--- config.mk ---
export PLATFORM = sky130hd
export DESIGN_NAME = toeplitz_outbuf_flat
export DESIGN_NICKNAME = d
export VERILOG_FILES = /design/src/rtl/toeplitz_outbuf_if.sv /design/src/rtl/toeplitz_outbuf.sv /design/src/flat_wrapper.sv
export SDC_FILE = /design/constraint.sdc
export NUM_CORES = 1
export LEC_CHECK = 0
export BUFFER_PORTS_ARGS = -buffer_cell sky130_fd_sc_hd__buf_2
export CORE_MARGIN = 2
export CORE_UTILIZATION = 54
export CTS_CLUSTER_DIAMETER = 200
export DETAILED_ROUTE_END_ITERATION = 12
export HOLD_SLACK_MARGIN = 0.12
export PLACE_DENSITY = 0.77
export RECOVER_POWER = 50
export SLEW_MARGIN = 5
export SYNTH_ARGS = -nofsm -noshare
export SYNTH_HDL_FRONTEND = slang
export SYNTH_SLANG_ARGS = --single-unit
--- constraint.sdc ---
create_clock -name clk -period 4.76 [get_ports clk]
set_input_delay 0.714 -clock clk [delete_from_list [all_inputs] [get_ports clk]]
set_output_delay 0.714 -clock clk [all_outputs]
set_load 0.02 [all_outputs]
--- src/rtl/toeplitz_outbuf_if.sv ---
// rtl/toeplitz_outbuf_if.sv - extractor word input and chunk output stream bundle
interface toeplitz_outbuf_if #(
  parameter int L = 128,
  parameter int W = 8
) ();
  logic [L-1:0] q;
  logic         qstrobe;
  logic [W-1:0] dout;
  logic         dvalid;
  logic         dready;
  logic         dlast;

  modport master (
    input  q, qstrobe, dready,
    output dout, dvalid, dlast
  );

  modport slave (
    output q, qstrobe, dready,
    input  dout, dvalid, dlast
  );
endinterface

--- src/rtl/toeplitz_outbuf.sv ---
// rtl/toeplitz_outbuf.sv - word FIFO plus LSB-first chunk serializer behind the Toeplitz extractor
module toeplitz_outbuf #(
  parameter int L     = 128,
  parameter int W     = 8,
  parameter int DEPTH = 4,
  parameter int CW    = 16
) (
  input  logic                       clk,
  input  logic                       reset,
  toeplitz_outbuf_if.master          bus,
  output logic [$clog2(DEPTH+1)-1:0] level,
  output logic                       overflow,
  output logic [CW-1:0]              drop_cnt,
  input  logic                       clear_ovf
);
  localparam int NCH = L / W;
  localparam int AW  = (DEPTH > 1) ? $clog2(DEPTH) : 1;
  localparam int LW  = $clog2(DEPTH + 1);
  localparam int IW  = (NCH > 1) ? $clog2(NCH) : 1;
  localparam logic [LW-1:0] FULL     = LW'(DEPTH);
  localparam logic [IW-1:0] LAST_IDX = IW'(NCH - 1);

  generate
    if ((L % W) != 0 || DEPTH < 2 || (DEPTH & (DEPTH - 1)) != 0) begin : g_bad_params
      $error("toeplitz_outbuf: illegal L, W or DEPTH");
    end
  endgenerate

  typedef enum logic {S_IDLE, S_SEND} state_t;

  state_t          state_q, state_d;
  logic [L-1:0]    sreg_q, sreg_d;
  logic [IW-1:0]   idx_q, idx_d;
  logic [W-1:0]    dout_q, dout_d;
  logic            dvalid_q, dvalid_d;
  logic            dlast_q, dlast_d;
  logic [AW-1:0]   wr_ptr_q, wr_ptr_d;
  logic [AW-1:0]   rd_ptr_q, rd_ptr_d;
  logic [LW-1:0]   level_q, level_d;
  logic            overflow_q, overflow_d;
  logic [CW-1:0]   drop_cnt_q, drop_cnt_d;
  logic [L-1:0]    fifo_q [DEPTH];
  logic [L-1:0]    fifo_d [DEPTH];

  logic            xfer;
  logic            pop;
  logic            push;
  logic            drop;

  always_comb begin
    state_d    = state_q;
    sreg_d     = sreg_q;
    idx_d      = idx_q;
    pop        = 1'b0;
    xfer       = dvalid_q & bus.dready;

    case (state_q)
      S_IDLE: begin
        if (level_q != '0) begin
          pop     = 1'b1;
          sreg_d  = fifo_q[rd_ptr_q];
          idx_d   = '0;
          state_d = S_SEND;
        end
      end
      S_SEND: begin
        if (xfer) begin
          if (idx_q != LAST_IDX) begin
            sreg_d = sreg_q >> W;
            idx_d  = idx_q + IW'(1);
          end else if (level_q != '0) begin
            // Reload straight from the FIFO so consecutive words leave no gap.
            pop    = 1'b1;
            sreg_d = fifo_q[rd_ptr_q];
            idx_d  = '0;
          end else begin
            state_d = S_IDLE;
          end
        end
      end
      default: state_d = S_IDLE;
    endcase

    // A pop on the same edge frees a slot, so a full FIFO can still accept.
    push = bus.qstrobe & ((level_q != FULL) | pop);
    drop = bus.qstrobe & ~push;

    fifo_d = fifo_q;
    if (push) begin
      fifo_d[wr_ptr_q] = bus.q;
    end
    wr_ptr_d = push ? wr_ptr_q + AW'(1) : wr_ptr_q;
    rd_ptr_d = pop  ? rd_ptr_q + AW'(1) : rd_ptr_q;
    level_d  = level_q + LW'(push) - LW'(pop);

    if (clear_ovf) begin
      overflow_d = drop;
      drop_cnt_d = drop ? CW'(1) : '0;
    end else begin
      overflow_d = overflow_q | drop;
      drop_cnt_d = (drop && !(&drop_cnt_q)) ? drop_cnt_q + CW'(1) : drop_cnt_q;
    end

    dvalid_d = (state_d == S_SEND);
    dout_d   = dvalid_d ? sreg_d[W-1:0] : '0;
    dlast_d  = dvalid_d && (idx_d == LAST_IDX);
  end

  always_ff @(posedge clk or negedge reset) begin
    if (!reset) begin
      state_q    <= S_IDLE;
      sreg_q     <= '0;
      idx_q      <= '0;
      dout_q     <= '0;
      dvalid_q   <= 1'b0;
      dlast_q    <= 1'b0;
      wr_ptr_q   <= '0;
      rd_ptr_q   <= '0;
      level_q    <= '0;
      overflow_q <= 1'b0;
      drop_cnt_q <= '0;
    end else begin
      state_q    <= state_d;
      sreg_q     <= sreg_d;
      idx_q      <= idx_d;
      dout_q     <= dout_d;
      dvalid_q   <= dvalid_d;
      dlast_q    <= dlast_d;
      wr_ptr_q   <= wr_ptr_d;
      rd_ptr_q   <= rd_ptr_d;
      level_q    <= level_d;
      overflow_q <= overflow_d;
      drop_cnt_q <= drop_cnt_d;
    end
  end

  // Storage only; validity is tracked by the pointers, so no reset needed.
  always_ff @(posedge clk) begin
    fifo_q <= fifo_d;
  end

  assign bus.dout   = dout_q;
  assign bus.dvalid = dvalid_q;
  assign bus.dlast  = dlast_q;
  assign level      = level_q;
  assign overflow   = overflow_q;
  assign drop_cnt   = drop_cnt_q;
endmodule

--- src/flat_wrapper.sv ---
// flat-port wrapper written by rule: the top's interface ports become plain ports
module toeplitz_outbuf_flat 
#(
  parameter int L     = 128,
  parameter int W     = 8,
  parameter int DEPTH = 4,
  parameter int CW    = 16
)
  (clk, reset, level, overflow, drop_cnt, clear_ovf, bus_q, bus_qstrobe, bus_dready, bus_dout, bus_dvalid, bus_dlast);
  toeplitz_outbuf_if #(.L(L), .W(W)) bus_i ();
  input  logic clk;
  input  logic reset;
  output logic [$clog2(DEPTH+1)-1:0] level;
  output logic overflow;
  output logic [CW-1:0] drop_cnt;
  input  logic clear_ovf;
  input wire logic [$bits(bus_i.q)-1:0] bus_q;
  input wire logic [$bits(bus_i.qstrobe)-1:0] bus_qstrobe;
  input wire logic [$bits(bus_i.dready)-1:0] bus_dready;
  output wire logic [$bits(bus_i.dout)-1:0] bus_dout;
  output wire logic [$bits(bus_i.dvalid)-1:0] bus_dvalid;
  output wire logic [$bits(bus_i.dlast)-1:0] bus_dlast;
  assign bus_i.q = bus_q;
  assign bus_i.qstrobe = bus_qstrobe;
  assign bus_i.dready = bus_dready;
  assign bus_dout = bus_i.dout;
  assign bus_dvalid = bus_i.dvalid;
  assign bus_dlast = bus_i.dlast;
  toeplitz_outbuf #(.L(L), .W(W), .DEPTH(DEPTH), .CW(CW)) u_core (.clk(clk), .reset(reset), .bus(bus_i), .level(level), .overflow(overflow), .drop_cnt(drop_cnt), .clear_ovf(clear_ovf));
endmodule
==> results of run 1 <==
## per-layer routing
layer  part of all wire  wire length (µm)
met2               0.51             26700
met1               0.41             21700
met3              0.053              2760
met4              0.023              1210
met5            0.00092                48
## cell type report
cell class	instances	area (µm²)	share of cell area
Antenna cell	3	7.51	0.000255
Clock buffer	91	1920	0.0652
Clock inverter	37	272	0.00922
Inverter	15	58.8	0.00200
Multi-Input combinational cell	527	5950	0.202
Sequential cell	678	19500	0.663
Tap cell	615	769	0.0261
Timing Repair Buffer	187	948	0.0322
## metrics by stage
stage	setup WS [ns]	util
final	1.48	0.621
after global routing	0.987	0.621
after CTS	1.47	0.624
after detailed placement	1.33	0.578
after global placement	1.43	0.578
after floorplan	1.13	-
## layout by cell type, fill, tap and decap left out, types with 13 or more instances in the layout
cell type,netlist,final
a21o_1,119,119
edfxtp_1,512,512
a21oi_1,13,13
buf_4,0,14
clkbuf_16,0,71
clkbuf_1,41,151
inv_1,15,14
clkinv_2,0,17
mux4_2,128,128
buf_2,37,24
a22o_1,121,121
nand2_1,18,18
dfrtp_1,166,164
## report_power, final
part / leakage, nW / internal, mW / switching (mW) / total, mW
Clock: 1.09 / 3.02 / 2.20 / 5.21
Combinational: 3.33 / 1.85 / 1.80 / 3.65
Sequential: 6.93 / 7.78 / 0.732 / 8.51
## logic make-up (layout without fill, tap and decap cells)
| group | after synthesis | count (layout) | synth area share |
|---|---|---|---|
| multiplexers | 136 | 136 | 0.115 |
| AND/OR/NAND/NOR | 92 | 92 | 0.0205 |
| adder cells (fa/ha/maj) | 9 | 9 | 0.00465 |
| flip-flops | 678 | 678 | 0.756 |
| AO/OA/AOI/OAI | 285 | 285 | 0.0872 |
| other | 0 | 3 | 0 |
| buffers and inverters | 93 | 330 | 0.0153 |
| XOR/XNOR | 5 | 5 | 0.00169 |
## state kept, by name, indices dropped and copies added (netlist names)
name,flops
u_core.bus.dlast,1
u_core.bus.dout,8
u_core.idx_q,4
u_core.wr_ptr_q,2
u_core.drop_cnt,16
u_core.fifo_q,512
u_core.overflow,1
u_core.rd_ptr_q,2
u_core.state_q,1
u_core.sreg_q,128
u_core.level,3
## path summary, 6_finish.rpt
path / start / to / cells past startpoint
min in group asynchronous: reset / u_core.sreg_q[121] / 1
setup / recovery: u_core.idx_q[0] / u_core.fifo_q[29] / 5
hold reg to reg: u_core.sreg_q[69] / u_core.sreg_q[69] / 1
max in group asynchronous: reset / u_core.rd_ptr_q[0] / 1
hold / removal: bus_q[85] / u_core.fifo_q[341] / 1
setup reg to reg: u_core.idx_q[0] / u_core.fifo_q[29] / 5
## synthesized netlist by cell type (all sizes together), types with 2 or more instances
cell / count
a21o: 119
a21oi: 13
a221o: 6
a22o: 121
a22oi: 2
a31oi: 2
and2: 10
buf: 37
clkbuf: 41
dfrtp: 166
edfxtp: 512
ha: 8
inv: 15
mux2: 8
mux4: 128
nand2: 18
nand3: 9
nand4: 6
nor2: 11
nor2b: 8
nor3: 3
nor4: 7
nor4b: 2
o21ai: 11
o31ai: 5
or2: 2
or3: 3
or4: 8
xnor2: 5
## worst reg2reg max path, delay by kind of cell (launching register included)
kind,cells,cell delay [ns]
AOI/OAI and AO/OA,1,0.70
adders and majority gates,1,0.30
buffers and inverters,1,0.55
DFF,1,0.43
and+or+nand+nor,2,0.95
==> impl_metrics.py, run 1 <==
metrics = {
    "run_status": {
        "status": "complete, but fails checks",
        "failing_checks": "capacitance limit, slew limit",
    },
    "pwr": {
        "worst_ir_drop_vdd_mv": 0.341,
        "power_per_cell_area_mw_per_mm2": 590,
        "fin_total_pwr_mw": 17.4,
        "power_leakage_nw": 11.3,
    },
    "clock_network": {
        "cts-buffers-inserted": 69,
        "cts.clk_slew.worst_paths_ns": 0.06,
        "cts.root.buffer_cell": "clkbuf_16",
        "cts_resized": 0,
        "cts_num_sinks": 678,
        "clock_insertion_delay_worst_skew_ns": 0.61,
        "tritoncts": "built",
        "cts-root-to-sink-buffers": 3,
        "post_cts_setup_repair_buffer_count": 0,
        "post_cts_hold_buffer_count": 0,
        "htree_levels": 3,
    },
    "cells_and_area": {
        "layout-drive-gt1-share": 0.199,
        "final.fill_count": 3407,
        "area_growth_syn_to_layout_pct": 14.0,
        "layout.cell_area.non_filler_mm2": 0.0295,
        "finish.cell_count_without_fillers": 2153,
        "final_nets": 1620,
    },
    "synth": {
        "synth_nets": 1440,
        "post_synth_cell_types": 45,
        "post_synth.cell_area_avg_um2": 19.9,
        "synthDominantCellAreaShare": 0.595,
        "yosys_warnings": 0,
        "yosys_register_bits": 678,
        "synth_cells": 1298,
        "ys_top_cells_by_area": "edfxtp_1 (59%), dfrtp_1 (16%), mux4_2 (11%), a22o_1 (4.1%), a21o_1 (3.5%)",
        "synth_sequential_area_ratio": 0.756,
        "synth-edff-count": 512,
        "post-synth-top-area-cell": "edfxtp_1",
        "ys_async_sr_fraction": 0.245,
        "yosys_most_used_dff": "edfxtp_1",
        "synthesized_cell_area_mm2": 0.0258,
    },
    "sta": {
        "grt_setup_unrepaired": "false",
        "timing.final.max_slew_violations": 105,
        "holdWs_ns": 0.361,
        "fin_skew_ns": 0.0168,
        "finalHoldViolations": 0,
        "finalSetupViolCount": 0,
        "clock.fmax_ghz": 0.305,
        "totalNegativeSetupSlack_ns": 0,
        "final_min_period_over_clock_period": 0.689,
        "timing.final.crit_period_ns": 3.28,
        "max-slew-margin-rel": -0.923,
        "worst_slew_pin_slew_ns": 2.88,
    },
    "drt": {
        "drt_first_pass_iters": 5,
        "viasPerCell": 6.06,
        "vias": 13100,
        "wire_per_inst_um": 24.3,
        "detailedRoute.firstIterationViolations": 1188,
        "totalWireLength_um": 52400,
        "drc_errors": 0,
        "postRouteAntennaNets": 0,
    },
    "global_route": {
        "global_route.overflow_total": 0,
        "global_route.usage.met3": 0.0454,
        "grt_util_met2": 0.362,
        "via_count_of_the_first_global_routing_pass": 13700,
        "initial_antenna_violation_count": 6,
        "global_route_wire_length_before_repair_um": 81000,
        "grt_util_all_layers": 0.216,
        "groute.layer.met1.usage": 0.291,
        "grt_start_max_net_pins": 106,
        "busiest_layer": "met2",
    },
    "setup_path": {
        "cp_num_buf_inv": 1,
        "end_kind": "flip-flop",
        "critical_path.cell_chain": "ha_1, nand4_1, a41oi_1, and2_4, buf_4",
        "cp_max_fo": 38,
        "slowest_stage": "a41oi_1",
        "critical_path.top_delay_family": "simple AND/OR/NAND/NOR gates",
        "cp.arrival_ns": 3.53,
        "timing_worst_setup_path_type": "flip-flop to flip-flop",
        "cp_max_stage_delay_ns": 0.70,
        "timing.reg2reg.setup_slack_ns": 1.48,
        "crit_required_ns": 5.00,
        "worst_setup_path_start_kind": "flip-flop",
    },
    "floorplan": {
        "die_height_um": 223,
        "die-area_mm2": 0.0496,
        "coreArea_mm2": 0.0474,
        "initial_core_util": 0.545,
        "rows": 80,
        "floorplan.die.width_um": 223,
        "io_pins": 163,
    },
    "placement": {
        "standard_cell_area_after_detailed_placement_mm2": 0.0274,
        "placed_cells": 2022,
        "placement.io_buffers": 162,
        "detailedPlacementHpwl_um": 30300,
        "gpl.final_weighted_congestion": 0.821,
    },
    "run": {
        "maxCapViolCount": 1,
    },
    "hold_path": {
        "type_of_the_worst_min_delay_path": "primary input to flip-flop",
    },
}
Power figures use the tool's default switching activity.
==> run 2: changes to the inputs <==
--- a/config.mk
+++ b/config.mk
@@ -7,11 +7,11 @@
 export LEC_CHECK = 0
 export BUFFER_PORTS_ARGS = -buffer_cell sky130_fd_sc_hd__buf_2
 export CORE_MARGIN = 2
-export CORE_UTILIZATION = 54
+export CORE_UTILIZATION = 58
 export CTS_CLUSTER_DIAMETER = 200
 export DETAILED_ROUTE_END_ITERATION = 12
 export HOLD_SLACK_MARGIN = 0.12
-export PLACE_DENSITY = 0.77
+export PLACE_DENSITY = 0.79
 export RECOVER_POWER = 50
 export SLEW_MARGIN = 5
 export SYNTH_ARGS = -nofsm -noshare
==> constraint.sdc (replaced) <==
create_clock -name clk -period 3.15 [get_ports clk]
set_input_delay 0.4725 -clock clk [delete_from_list [all_inputs] [get_ports clk]]
set_output_delay 0.4725 -clock clk [all_outputs]
set_load 0.02 [all_outputs]
==> impl_metrics.py, run 2 (synthesized netlist as in run 1, its figures left out) <==
metrics = {
    "cells_and_area": {
        "largest_register_ffs": 512,
        "final.fill_count": 2786,
        "final_nets": 1756,
        "layout.cell_area.non_filler_mm2": 0.0309,
        "area_growth_syn_to_layout_pct": 19.7,
        "layout-drive-gt1-share": 0.183,
        "layout_commonest_cell": "edfxtp_1",
        "most-common-layout-cells": "edfxtp_1 (512), dfrtp_1 (164), clkbuf_1 (160)",
        "largest_register_by_flop_count": "u_core.fifo_q",
        "fin_util": 0.701,
    },
    "floorplan": {
        "io_pins": 163,
        "coreArea_mm2": 0.0441,
        "initial_core_util": 0.586,
        "floorplan.die.width_um": 215,
        "die-area_mm2": 0.0463,
        "rows": 77,
        "die_height_um": 215,
    },
    "pwr": {
        "seq_power_share": 0.476,
        "clockPowerShare": 0.298,
        "power_leakage_nw": 11.9,
        "sw_frac_of_total": 0.273,
        "fin_total_pwr_mw": 26.7,
        "power_per_cell_area_mw_per_mm2": 864,
        "worst_ir_drop_vdd_mv": 0.543,
        "comb_power_share": 0.226,
        "total_switching_power_mw": 7.29,
        "p_int_mw": 19.4,
    },
    "placement": {
        "gpl.final_weighted_congestion": 0.796,
        "dpl_worst_slack_ns": 0.551,
        "detailedPlacementHpwl_um": 31000,
        "placement.io_buffers": 162,
        "standard_cell_area_after_detailed_placement_mm2": 0.0276,
    },
    "setup_path": {
        "critical_path.top_delay_family": "simple AND/OR/NAND/NOR gates",
        "cp.arrival_ns": 3.08,
        "worstReg2RegEnd": "u_core.drop_cnt[15]",
        "cp-endpoint": "u_core.drop_cnt[15]",
        "critical_path.cell_chain": "ha_1, nand4_1, nand3_1, nor4b_1, mux2_2",
        "rr_worst_depth": 5,
        "cp_max_fo": 22,
        "crit_cells": 5,
        "cp_num_buf_inv": 0,
        "timing_worst_setup_path_type": "flip-flop to flip-flop",
        "crit_required_ns": 3.61,
        "cp_max_stage_delay_ns": 0.63,
        "timing.rr.start": "u_core.idx_q[0]",
        "worst_setup_path_start_kind": "flip-flop",
        "end_kind": "flip-flop",
        "slowest_stage": "nand3_1",
        "timing.reg2reg.setup_slack_ns": 0.53,
        "critPathLaunch": "u_core.idx_q[0]",
    },
    "drt": {
        "vias": 13900,
        "detailedRoute.firstIterationViolations": 1277,
        "postRouteAntennaNets": 0,
        "drt_first_pass_iters": 5,
        "totalWireLength_um": 55500,
        "drc_errors": 0,
        "wire_per_inst_um": 24.5,
        "viasPerCell": 6.12,
    },
    "clock_network": {
        "cts.root.buffer_cell": "clkbuf_16",
        "htree_levels": 3,
        "cts_num_sinks": 678,
        "cts-root-to-sink-buffers": 3,
        "cts_resized": 0,
        "cts.clk_slew.worst_paths_ns": 0.06,
        "tritoncts": "built",
        "cts-buffers-inserted": 67,
        "post_cts_setup_repair_buffer_count": 0,
        "clock_insertion_delay_worst_skew_ns": 0.59,
    },
    "global_route": {
        "global_route.overflow_total": 0,
        "grt_util_all_layers": 0.246,
        "initial_antenna_violation_count": 8,
        "global_route_wire_length_before_repair_um": 86400,
        "grt_start_max_net_pins": 130,
        "via_count_of_the_first_global_routing_pass": 14800,
    },
    "sta": {
        "timing.final.max_slew_violations": 0,
        "setup_slack_ns": 0.531,
        "final_min_period_over_clock_period": 0.831,
        "finalSetupViolCount": 0,
        "fin_skew_ns": 0.0215,
        "clock.fmax_ghz": 0.382,
        "timing.final.crit_period_ns": 2.62,
        "finalHoldViolations": 0,
        "grt_setup_unrepaired": "false",
        "max-slew-margin-rel": 0.126,
        "worst_slew_pin_slew_ns": 1.31,
    },
    "hold_path": {
        "type_of_the_worst_min_delay_path": "primary input to flip-flop",
    },
    "run_status": {
        "status": "complete, no violations",
    },
    "run": {
        "maxCapViolCount": 0,
    },
}
## run 2: cell types whose count changed in the layout (fill, tap and decap cells not counted), moves of 2 or more
cell / delta
clkinv_2: -10
diode_2: +3
bufinv_16: +2
buf_12: +11
clkinv_8: +3
inv_6: -4
clkbuf_1: +9
buf_2: -2
dlygate4sd3_1: +126
## run 2: worst min path at each step
stage,from,endpoint,slack [ns],cells after the start
2_1_floorplan,reset,u_core.bus.dlast,0.18,0
3_3_place_gp,reset,u_core.sreg_q[120],0.43,1
3_5_place_dp,reset,u_core.sreg_q[121],0.43,1
4_1_cts,bus_q[1],u_core.fifo_q[1],0.12,1
5_1_grt,bus_q[1],u_core.fifo_q[385],0.21,1
6_report,bus_q[7],u_core.fifo_q[7],0.22,1
## run 2: final cells by class
| cell class | count | area, µm² | share of cell area |
|---|---|---|---|
| diodes | 6 | 15.0 | 0.000485 |
| well taps | 592 | 741 | 0.0239 |
| clock buffers | 97 | 1910 | 0.0618 |
| inverters | 15 | 58.8 | 0.00190 |
| multi-input cells | 527 | 5940 | 0.192 |
| clock inverters | 27 | 292 | 0.00942 |
| repair buffers | 325 | 2440 | 0.0790 |
| flip-flops and latches | 678 | 19500 | 0.631 |
## run 2: what timing repair did
item | 4_1_cts | 5_1_grt
setup endpoints to repair | 0 | 0
endpoints found under the hold margin | 539 | 0
hold buffers | 126 | 0
## run 2: per-stage QoR
step | std cells | hold WS [ns] | TNS (ns)
2_1_floorplan | 1298 | 0.177 | -151.42
3_3_place_gp | 2011 | 0.432 | 0
3_5_place_dp | 2011 | 0.435 | 0
4_1_cts | 2261 | 0.122 | 0
5_1_grt | 2267 | 0.207 | 0
6_report | 2267 | 0.216 | 0
## run 2: routing by layer
layer	track usage	wire [µm]	vias to the layer above
li1	-	-	5957
met1	0.331	22600	7364
met2	0.419	29000	450
met3	0.0385	2580	104
met4	0.0759	1250	4
met5	0	25	-
## run 2: worst reg2reg max path, stage by stage, from the launching register on
cell,delay [ns]
dfrtp_1,0.43
ha_1,0.30
nand4_1,0.21
nand3_1,0.63
nor4b_1,0.56
mux2_2,0.37
## run 2: power groups by stage
stage / Sequential (mW) / Combinational, mW / Clock, mW
finish: 12.7 / 6.05 / 7.95
global route: 12.9 / 6.53 / 8.39
floorplan: 12.5 / 4.32 / 0
global placement: 12.7 / 5.86 / 0
CTS: 12.7 / 6.19 / 8.04
detailed placement: 12.8 / 6.00 / 0
==> run 3: changes to the inputs <==
--- a/config.mk
+++ b/config.mk
@@ -5,13 +5,14 @@
 export SDC_FILE = /design/constraint.sdc
 export NUM_CORES = 1
 export LEC_CHECK = 0
+export ABC_AREA = 1
 export BUFFER_PORTS_ARGS = -buffer_cell sky130_fd_sc_hd__buf_2
 export CORE_MARGIN = 2
-export CORE_UTILIZATION = 58
+export CORE_UTILIZATION = 55
 export CTS_CLUSTER_DIAMETER = 200
 export DETAILED_ROUTE_END_ITERATION = 12
 export HOLD_SLACK_MARGIN = 0.12
-export PLACE_DENSITY = 0.79
+export PLACE_DENSITY = 0.78
 export RECOVER_POWER = 50
 export SLEW_MARGIN = 5
 export SYNTH_ARGS = -nofsm -noshare
==> constraint.sdc (replaced) <==
create_clock -name clk -period 2.35 [get_ports clk]
set_input_delay 0.3525 -clock clk [delete_from_list [all_inputs] [get_ports clk]]
set_output_delay 0.3525 -clock clk [all_outputs]
set_load 0.02 [all_outputs]
==> impl_metrics.py, run 3 <==
metrics = {
    "run_status": {
        "status": "complete, no violations",
    },
    "clock_network": {
        "tritoncts": "built",
        "htree_levels": 3,
        "cts.clk_slew.worst_paths_ns": 0.06,
        "cts-root-to-sink-buffers": 3,
        "cts_num_sinks": 678,
        "clock_insertion_delay_worst_skew_ns": 0.61,
        "cts.root.buffer_cell": "clkbuf_16",
        "cts-buffers-inserted": 70,
    },
    "cells_and_area": {
        "largest_register_by_flop_count": "u_core.fifo_q",
        "finish.cell_count_without_fillers": 3256,
        "final.fill_count": 3401,
        "area.sequential_mm2": 0.0195,
        "layout-drive-gt1-share": 0.0827,
        "largest_register_ffs": 512,
        "area_growth_syn_to_layout_pct": 19.5,
        "final_nets": 2722,
        "fin_util": 0.668,
        "layout.cell_area.non_filler_mm2": 0.0319,
        "most-common-layout-cells": "nand2_1 (715), edfxtp_1 (512), a21oi_1 (176)",
        "layout_commonest_cell": "nand2_1",
        "area_occupied_by_multi_input_gates_mm2": 0.00644,
    },
    "synth": {
        "post_synth_cell_types": 27,
        "post_synth.cell_area_avg_um2": 11.7,
        "yosys_most_used_dff": "edfxtp_1",
        "post_synth_and_or_nand_nor_area_fraction": 0.154,
        "synth_sequential_area_ratio": 0.730,
        "post-synth-top-area-cell": "edfxtp_1",
        "synth-edff-count": 512,
        "synth_nets": 2433,
        "synth_top_family_by_area": "simple AND/OR/NAND/NOR gates",
        "yosys_warnings": 0,
        "ys_top_cells_by_area": "edfxtp_1 (58%), dfrtp_1 (16%), nand2_1 (10%), a21oi_1 (3.3%), nand3_1 (3.3%)",
        "synthAdderAreaFrac": 0.00449,
        "synth_mux_area_frac": 0,
        "synthDominantCellAreaShare": 0.575,
        "yosys_register_bits": 678,
        "post_synth_xor_area_fraction": 0.00360,
        "ys_async_sr_fraction": 0.245,
        "post-synth-top-count-cell": "nand2_1",
        "synth_commonest_cells": "nand2_1 (717), edfxtp_1 (512), a21oi_1 (176)",
        "synth_compound_area_frac": 0.0764,
        "synth_cells": 2291,
        "synthesized_cell_area_mm2": 0.0267,
    },
    "floorplan": {
        "initial_core_util": 0.559,
        "floorplan.die.width_um": 224,
        "coreArea_mm2": 0.0478,
        "io_pins": 163,
        "die-area_mm2": 0.0504,
        "rows": 80,
        "die_height_um": 224,
    },
    "sta": {
        "timing.final.crit_period_ns": 2.23,
        "timing.final.max_slew_violations": 0,
        "max-slew-margin-rel": 0.213,
        "clock.fmax_ghz": 0.449,
        "worst_slew_pin_slew_ns": 1.18,
        "totalNegativeSetupSlack_ns": 0,
        "finalHoldViolations": 0,
        "final_min_period_over_clock_period": 0.948,
        "fin_skew_ns": 0.0249,
        "finalSetupViolCount": 0,
    },
    "pwr": {
        "comb_power_share": 0.271,
        "total_switching_power_mw": 12.9,
        "p_int_mw": 25.5,
        "sw_frac_of_total": 0.336,
        "power_per_cell_area_mw_per_mm2": 1200,
        "worst_ir_drop_vdd_mv": 0.898,
        "seq_power_share": 0.447,
        "clockPowerShare": 0.282,
        "fin_total_pwr_mw": 38.4,
        "power_leakage_nw": 12.2,
    },
    "setup_path": {
        "critical_path.cell_chain": "ha_2, nand2_2, nor2_1, nand2_1, nand2_2, nand2_4, clkinv_2, ha_1, inv_1, ha_1, inv_1, fa_1, xnor2_1",
        "cp_max_stage_delay_ns": 0.40,
        "slowest_stage": "fa_1",
        "worstReg2RegEnd": "u_core.level[2]",
        "worst_setup_path_start_kind": "flip-flop",
        "end_kind": "flip-flop",
        "timing_worst_setup_path_type": "flip-flop to flip-flop",
        "rr_worst_depth": 13,
        "crit_required_ns": 2.83,
        "cp.arrival_ns": 2.71,
        "timing.rr.start": "u_core.idx_q[1]",
        "cp_max_fo": 3,
        "timing.reg2reg.setup_slack_ns": 0.12,
    },
    "placement": {
        "placement.io_buffers": 162,
        "detailedPlacementHpwl_um": 36700,
        "gpl.final_weighted_congestion": 0.873,
        "placed_cells": 2991,
        "standard_cell_area_after_detailed_placement_mm2": 0.0286,
    },
    "drt": {
        "wire_per_inst_um": 20.1,
        "drt_first_pass_iters": 6,
        "postRouteAntennaNets": 0,
        "detailedRoute.firstIterationViolations": 2379,
        "vias": 18900,
        "totalWireLength_um": 65400,
        "viasPerCell": 5.81,
        "drc_errors": 0,
    },
    "hold_path": {
        "worst_hold_startpoint": "bus_qstrobe",
        "timing.hold.worst_path_depth": 3,
        "type_of_the_worst_min_delay_path": "primary input to flip-flop",
        "hold_path_end": "u_core.overflow",
    },
    "global_route": {
        "initial_antenna_violation_count": 6,
        "grt_util_all_layers": 0.260,
        "via_count_of_the_first_global_routing_pass": 18700,
        "global_route_wire_length_before_repair_um": 101000,
        "global_route.overflow_total": 0,
        "grt_start_max_net_pins": 133,
    },
    "run": {
        "maxCapViolCount": 0,
    },
}
run 3: layer usage:
layer | global-route usage | wire, µm
met2 | 0.438 | 32600
met4 | 0.0908 | 1950
met5 | 0 | 27
met3 | 0.0444 | 4980
met1 | 0.345 | 25800
run 3: power by group through the flow:
stage / clock network, mW / logic [mW] / registers, mW
after global routing: 11.4 / 11.4 / 17.4
after detailed placement: 0 / 10.0 / 17.3
after global placement: 0 / 9.65 / 17.2
final: 10.8 / 10.4 / 17.2
after floorplan: 0 / 6.54 / 17.1
after CTS: 10.9 / 10.3 / 17.1
run 3: critical path: cells and delay by family (launching register included):
kind,cells,cell delay [ns]
fa+ha+maj,4,0.97
simple gates,5,0.45
flops,1,0.38
buf+inv,3,0.18
xor+xnor,1,0.13
run 3: timing repair:
item / 4_1_cts / 5_1_grt
endpoints found under the setup margin: 0 / 3
resized for setup: 0 / 3
endpoints found under the hold margin: 613 / 0
hold buffers: 129 / 0
setup buffers: 0 / 3
run 3: stage by stage:
| step | setup slack, ns | hold slack (ns) |
|---|---|---|
| floorplan | -1.02 | 0.0569 |
| global placement | 0.0571 | 0.324 |
| detailed placement | 0.0557 | 0.324 |
| CTS | 0.0424 | 0.155 |
| global route | -0.0190 | 0.194 |
| finish | 0.122 | 0.164 |
run 3: logic make-up (layout without fill, tap and decap cells):
kind of cell             Yosys count  count (layout)
buffers and inverters            169             515
other                              0               4
AND/OR/NAND/NOR                 1032            1032
AO/OA/AOI/OAI                    392             392
adder cells (fa/ha/maj)            9               9
flip-flops                       678             678
XOR/XNOR                          11              11
run 3: final cells by class:
type	instances	share of cell area
Tap cell	615	0.0241
Sequential cell	678	0.612
Antenna cell	4	0.000313
Clock inverter	29	0.00795
Clock buffer	100	0.0625
Inverter	36	0.00458
Multi-Input combinational cell	1444	0.202
Timing Repair Buffer	350	0.0873
run 3: worst max-delay path by stage:
stage	start	endpoint	slack, ns	depth (start not counted)
2_1_floorplan	u_core.idx_q[1]	u_core.fifo_q[0]	-1.02	7
3_3_place_gp	u_core.idx_q[0]	u_core.level[1]	0.06	13
3_5_place_dp	u_core.idx_q[0]	u_core.level[2]	0.06	13
4_1_cts	u_core.idx_q[0]	u_core.level[2]	0.04	13
5_1_grt	u_core.idx_q[1]	u_core.level[1]	-0.02	13
6_report	u_core.idx_q[1]	u_core.level[2]	0.12	13
